File: config.mk
export PLATFORM = sky130hd
export DESIGN_NAME = uart_protocol
export DESIGN_NICKNAME = d
export VERILOG_FILES = /design/src/rtl/uart_protocol.sv
export SDC_FILE = /design/constraint.sdc
export NUM_CORES = 1
export LEC_CHECK = 0
export BUFFER_PORTS_ARGS = -buffer_cell sky130_fd_sc_hd__buf_2
export CAP_MARGIN = 20
export CORE_MARGIN = 8
export CORE_UTILIZATION = 30
export DETAILED_ROUTE_END_ITERATION = 6
export SYNTH_ARGS = -nofsm -noshare
export SYNTH_HDL_FRONTEND = slang
export SYNTH_SLANG_ARGS = --single-unit
File: constraint.sdc
create_clock -name clk -period 6.9 [get_ports clk]
set_input_delay 0.69 -clock clk [delete_from_list [all_inputs] [get_ports clk]]
set_output_delay 0.69 -clock clk [all_outputs]
set_load 0.02 [all_outputs]
File: src/rtl/uart_protocol.sv
// 8N1 UART transmitter and receiver with the serial line looped back internally.
// Define UART_PARITY_EN to insert an even parity bit after bit 7 in both directions.
module uart_protocol #(
    parameter int CLKS_PER_BIT = 40
) (
    input  logic       clk,
    input  logic       reset,
    input  logic       send,
    input  logic [7:0] data_in,
    output logic       busy,
    output logic       done,
    output logic [7:0] data_out
);
    localparam int CW = $clog2(CLKS_PER_BIT);
    localparam logic [CW-1:0] BIT_LAST  = CW'(CLKS_PER_BIT - 1);
    localparam logic [CW-1:0] HALF_LAST = CW'(CLKS_PER_BIT / 2 - 1);

`ifdef UART_PARITY_EN
    typedef enum logic [2:0] {T_IDLE, T_START, T_DATA, T_PARITY, T_STOP} tx_state_t;
    typedef enum logic [2:0] {R_IDLE, R_START, R_DATA, R_PARITY, R_STOP, R_ERR} rx_state_t;
`else
    typedef enum logic [2:0] {T_IDLE, T_START, T_DATA, T_STOP} tx_state_t;
    typedef enum logic [2:0] {R_IDLE, R_START, R_DATA, R_STOP, R_ERR} rx_state_t;
`endif

    tx_state_t tx_state, tx_next;
    rx_state_t rx_state, rx_next;
    logic          send_q, request;
    logic [CW-1:0] tx_cnt, tx_cnt_next, rx_cnt, rx_cnt_next;
    logic [2:0]    tx_idx, tx_idx_next, rx_idx, rx_idx_next;
    logic [7:0]    tx_data, tx_data_next, rx_shift, rx_shift_next, data_out_next;
    logic          line, line_next, done_next, tx_bit_end, rx_frame_ok;

    assign request    = send & ~send_q;
    assign tx_bit_end = (tx_cnt == BIT_LAST);

`ifdef UART_PARITY_EN
    logic par_ok, par_ok_next;
    assign rx_frame_ok = par_ok;
`else
    assign rx_frame_ok = 1'b1;
`endif

    always_ff @(posedge clk or negedge reset) begin
        if (!reset) begin
            send_q   <= 1'b0;
            tx_state <= T_IDLE;
            tx_cnt   <= '0;
            tx_idx   <= '0;
            tx_data  <= '0;
            line     <= 1'b1;
            busy     <= 1'b0;
            rx_state <= R_IDLE;
            rx_cnt   <= '0;
            rx_idx   <= '0;
            rx_shift <= '0;
            done     <= 1'b0;
            data_out <= '0;
        end else begin
            send_q   <= send;
            tx_state <= tx_next;
            tx_cnt   <= tx_cnt_next;
            tx_idx   <= tx_idx_next;
            tx_data  <= tx_data_next;
            line     <= line_next;
            busy     <= (tx_next != T_IDLE);
            rx_state <= rx_next;
            rx_cnt   <= rx_cnt_next;
            rx_idx   <= rx_idx_next;
            rx_shift <= rx_shift_next;
            done     <= done_next;
            data_out <= data_out_next;
        end
    end

`ifdef UART_PARITY_EN
    always_ff @(posedge clk or negedge reset) begin
        if (!reset) par_ok <= 1'b0;
        else        par_ok <= par_ok_next;
    end
`endif

    // Transmitter: line and busy are registered from the next state so they align with it.
    always_comb begin
        tx_next      = tx_state;
        tx_idx_next  = tx_idx;
        tx_data_next = tx_data;
        tx_cnt_next  = tx_bit_end ? '0 : tx_cnt + 1'b1;
        case (tx_state)
            T_IDLE: begin
                tx_cnt_next = '0;
                tx_idx_next = '0;
                if (request) begin
                    tx_data_next = data_in;
                    tx_next      = T_START;
                end
            end
            T_START: if (tx_bit_end) tx_next = T_DATA;
            T_DATA: if (tx_bit_end) begin
                tx_idx_next = tx_idx + 1'b1;
`ifdef UART_PARITY_EN
                if (tx_idx == 3'd7) tx_next = T_PARITY;
`else
                if (tx_idx == 3'd7) tx_next = T_STOP;
`endif
            end
`ifdef UART_PARITY_EN
            T_PARITY: if (tx_bit_end) tx_next = T_STOP;
`endif
            T_STOP: if (tx_bit_end) tx_next = T_IDLE;
            default: tx_next = T_IDLE;
        endcase
        case (tx_next)
            T_START:  line_next = 1'b0;
            T_DATA:   line_next = tx_data_next[tx_idx_next];
`ifdef UART_PARITY_EN
            T_PARITY: line_next = ^tx_data_next;
`endif
            default:  line_next = 1'b1;
        endcase
    end

    // Receiver: start bit re-checked at its centre, later bits sampled a full bit apart.
    always_comb begin
        rx_next       = rx_state;
        rx_cnt_next   = rx_cnt + 1'b1;
        rx_idx_next   = rx_idx;
        rx_shift_next = rx_shift;
        done_next     = 1'b0;
        data_out_next = data_out;
`ifdef UART_PARITY_EN
        par_ok_next   = par_ok;
`endif
        case (rx_state)
            R_IDLE: begin
                rx_cnt_next = '0;
                if (!line) rx_next = R_START;
            end
            R_START: if (rx_cnt == HALF_LAST) begin
                rx_cnt_next = '0;
                rx_idx_next = '0;
                rx_next     = line ? R_IDLE : R_DATA;
            end
            R_DATA: if (rx_cnt == BIT_LAST) begin
                rx_cnt_next   = '0;
                rx_shift_next = {line, rx_shift[7:1]};
                rx_idx_next   = rx_idx + 1'b1;
`ifdef UART_PARITY_EN
                if (rx_idx == 3'd7) rx_next = R_PARITY;
`else
                if (rx_idx == 3'd7) rx_next = R_STOP;
`endif
            end
`ifdef UART_PARITY_EN
            R_PARITY: if (rx_cnt == BIT_LAST) begin
                rx_cnt_next = '0;
                par_ok_next = (line == ^rx_shift);
                rx_next     = R_STOP;
            end
`endif
            R_STOP: if (rx_cnt == BIT_LAST) begin
                rx_cnt_next = '0;
                if (line && rx_frame_ok) begin
                    data_out_next = rx_shift;
                    done_next     = 1'b1;
                end
                rx_next = line ? R_IDLE : R_ERR;
            end
            R_ERR: begin
                rx_cnt_next = '0;
                if (line) rx_next = R_IDLE;
            end
            default: rx_next = R_IDLE;
        endcase
    end
endmodule

======== Yosys cells after proc, flatten, opt, wreduce, memory -nomap -nowiden ========
Index checks and enable logic that the tools add are counted.
word-level totals
  register bits after elaboration ......... 52
  bits of input ports ..................... 11
  output and inout port bits .............. 10
  logic and storage cells ................. 83
operators by class
  $add $sub $neg .......................... 4
  magnitude comparators ................... 1
  equality and inequality tests ........... 20
  multiplexer cells ....................... 33
  bitwise gates (word level) .............. 2
  reductions and logical operators ........ 10
operators by type and width
  operator               count
  $mux W3                15
  $mux W6                4
  $pmux W6 S3            1
  $mux W8                2
  $eq A3 B2 Y1 const B   5
  $pmux W3 S5            1
  $add A6 B1 Y6 const B  2
  $eq A6 B6 Y1 const B   2
  $ne A2 B2 Y1 const B   6
  $pmux W3 S2            2
  $pmux W3 S4            1
  $eq A3 B1 Y1 const B   3
  $eq A3 B3 Y1 const B   3
  $add A3 B1 Y3 const B  2
  $eq A6 B5 Y1 const B   1
  $logic_not A3 Y1       2
  $reduce_and A3 Y1      2
  $reduce_and A6 Y1      1
  $lt A3 B4 Y1 const B   1
  $mux W1                4
  $reduce_or A2 Y1       2
  $bmux W1 S3            1
  $reduce_bool A3 Y1     1
  $mux W2                1
  other kinds (5)        5

======== Logic depth before layout (Yosys ltp) ========
  depth in word-level cells ............... 7
  depth in mapped cells ................... 8
  gate-level depth less buffers ........... 7

======== Least setup slack after synthesis ========
OpenSTA, ideal clock, no wires.
  kind .................................... flip-flop to flip-flop
  start point ............................. register tx_state[2]
  end point ............................... register line
  setup time .............................. 0.096 ns
  arrival ................................. 2.121 ns
  data required time ...................... 6.804 ns
  path slack .............................. 4.684 ns
  cell stages (with the launch flop) ...... 8
  buffers on the path ..................... 1
  clock period less this slack ............ 2.216 ns
  cell sequence ........................... dfrtp_1 or2_1 buf_6 nor4b_4 mux2_2 mux2_1 a21oi_1 a41oi_2
on the way
  word-level cells in the longest chain between the ends .. 5
  elaborated cells between the ends (all ways) .. 17
  classes of those cells .................. eq/ne (5); mux (11); reduce/logical (1)
ends and longest elaborated chain
  element                        line  RTL
  start, declared                26    tx_state_t tx_state, tx_next;
  start signal, assigned         61    tx_state <= tx_next;
  $logic_not A3 Y1               89    case (tx_state)
  $mux W8                        89
  net tx_data_next[1]            31    logic [7:0] tx_data, tx_data_next, rx_shift, rx_shift_next, data_out_next;
  $bmux W1 S3                    115   T_DATA: line_next = tx_data_next[tx_idx_next];
  $mux W1 (not written as such)  115
  $pmux W1 S2                    113   case (tx_next)
  net line_next                  32    logic line, line_next, done_next, tx_bit_end, rx_frame_ok;
  end signal, assigned           65    line <= line_next;
  end, declared                  32
The timed path passes the listed nets, and every way through them passes these cells. The select of a mux whose other input is x is not followed.
A chain may end at the register's enable or synchronous reset.

======== Worst setup path after layout ========
Same ends and word-level chain as after synthesis.

==> out/metrics.csv <==
metric,value,unit
Total GRT Usage,7.880,%
unrepaired setup endpoints after global routing,no,
Initial Util,30.88,%
Final ANT Viol Nets,0,
hpwl dp,2.819,mm
CTS resizes,0,
"most common cell after layout, fill and taps aside",dfrtp_1,
MaxCap Viol Count,0,
Hold Slack,0.4537,ns
syn_area_per_cell,12.49,um2
Routed WL per cell,12.61,um
Power per Cell Area,237.0,mW/mm2
Final Total Pwr,0.6306,mW
"Hold Vio Cnt, Final",0,
Max Fanout on Critical Path,9,
Core Region,0.007687,mm2
R2R Path End,line,
Worst Tran Pin Value,0.6557,ns
sequential share of the synthesized area,54.88,%
Clock Pin Slew Worst Setup and Hold Paths,0.09,ns
total clock sinks,52,
Area growth syn-to-layout,12.12,%
Hold Buf Count CTS,0,
CP endpoint kind,flop,
share of layout cells above drive strength 1,30.66,%
first-pass GRT wire length,7.162,mm
Inst Count DP,307,
Critical path destination,line,
Synth Cell Area,0.002374,mm2
Layout Cell Area excl Fill,0.002661,mm2
vias in the first global route,1484,
most frequent cells in the layout,"dfrtp_1, mux2_2, nor2_1",
WP data arrival,2.69,ns
die footprint,0.01101,mm2
H-tree level count,2,
Final nets,229,
# diodes,0,
number of synthesized register bits,52,
crit path cell chain,or2_1 > nor4b_4 > mux2_2 > mux2_1 > a21oi_1 > a41oi_2,
Synth area leaders,"dfrtp_1, mux2_2, nor2_1",
fin cells,314,
Peak Freq,0.4033,GHz
slowest CP cell,nor4b_4,
Setup crit start kind,flop,
total clock buffers created by CTS,5,
post-synth top area share,53.77,%
Crit path largest cell delay,0.58,ns
Hold WC Path Type,flop to flop,
Final setup viols,0,
drt total wl,3.961,mm
setup TNS,0,ns
Root Buffer,clkbuf_8,
# DRC,0,
router iterations before antenna repair,4,
Die Span Y,105.0,um
Stages on worst setup path,6,
port bufs,20,
gr ovfl total,0,
postcts setup bufs,0,
Post-DP Area,0.002580,mm2
via count,1412,
IO Count,21,
leak pwr,1.288,nW
"delay-heaviest family, CP",simple AND/OR/NAND/NOR gates,
warnings from Yosys,0,
FP Rows,32,
Post-Syn Instances,190,
CTS tree,done,
status,completed,
Max Clock Skew,0.01122,ns
relative slew slack,56.29,%
launching point of the worst reg2reg path,tx_state[2],
initial antenna violation count,0,
Via density,4.497,
Synth area leader,dfrtp_1,
fillers,778,
WS Path Type,flop to flop,
DP Worst Slack,4.398,ns
Worst R2R Setup Slack,4.42,ns
worst path bufs/invs,0,
min cycle time layout,2.480,ns
fin crit share,35.94,%
post-synth net total,207,
clk buf depth,2,
Critical Path RT,7.11,ns
worst reg-to-reg path cell count,6,
initial DRC count,30,
worst skew pair latency,0.30,ns
largest net degree at the start of global routing,53,
Slew Limit Fails,0,
count of different cell masters after synthesis,40,
final worst setup slack,4.420,ns
routability cong.,0.7692,
die width,105.0,um
Final Core Density,34.62,%
Worst Setup SP,tx_state[2],
Max VDD drop,95.40,uV
[cell usage after synthesis, drive strengths merged]
cell type,count
a21oi,5
a22o,2
a2bb2oi,1
a31oi,2
a41oi,1
and3,2
and4,1
buf,3
clkbuf,4
conb,1
dfrtp,51
dfstp,1
ha,6
inv,3
mux2,28
mux2i,2
nand2,10
nand2b,3
nand3,5
nand3b,1
nand4,2
nor2,23
nor2b,4
nor3,3
nor4b,3
o211ai,4
o21ai,1
o21bai,3
o311ai,2
or2,3
or3b,2
xnor2,4
xor2,4
[state kept, by name, indices dropped and copies added, names as in the netlist]
name / cells
busy: 1
data_out: 8
done: 1
line: 1
rx_cnt: 6
rx_idx: 3
rx_shift: 8
rx_state: 3
send_q: 1
tx_cnt: 6
tx_data: 8
tx_idx: 3
tx_state: 3
[per-layer routing]
layer	global-route usage, %	vias to the layer above	wire (um)
met2	11.22	22	1686
li1	-	709	-
met3	2.887	5	193
met5	0	-	0
met4	2.752	0	36
met1	10.70	676	2044
[how the worst min path moves through the flow]
stage / depth (start not counted) / from / endpoint
2_1_floorplan: 0 / reset / busy
3_3_place_gp: 1 / rx_cnt[0] / rx_cnt[0]
3_5_place_dp: 1 / rx_cnt[0] / rx_cnt[0]
4_1_cts: 1 / rx_cnt[0] / rx_cnt[0]
5_1_grt: 1 / send / send_q
6_report: 1 / rx_cnt[0] / rx_cnt[0]
[power by group]
group          internal (mW)  switching [mW]  leakage [nW]
sequential             0.338          0.0314         0.687
combinational         0.0474          0.0508         0.560
clock                 0.0689          0.0944        0.0400
[logic make-up after synthesis]
| kind of cell | Yosys count | synth area share, % |
|---|---|---|
| muxes | 30 | 14.13 |
| AOI/OAI and AO/OA | 21 | 8.592 |
| adders and majority gates | 6 | 3.163 |
| other | 1 | 0.1580 |
| buffers and inverters | 10 | 2.266 |
| xor gates and xnor gates | 8 | 2.952 |
| DFF | 52 | 54.88 |
| and+or+nand+nor | 62 | 13.86 |
[final cells by class]
class / count / area, um2 / share of cell area (%)
flip-flops and latches: 52 / 1303 / 48.94
multi-input cells: 128 / 1023 / 38.46
well taps: 102 / 127.6 / 4.795
repair buffers: 22 / 115.1 / 4.325
clock buffers: 5 / 68.82 / 2.586
clock inverters: 2 / 12.51 / 0.4701
inverters: 3 / 11.26 / 0.4231
No activity file was read; power rests on OpenSTA's default activity.
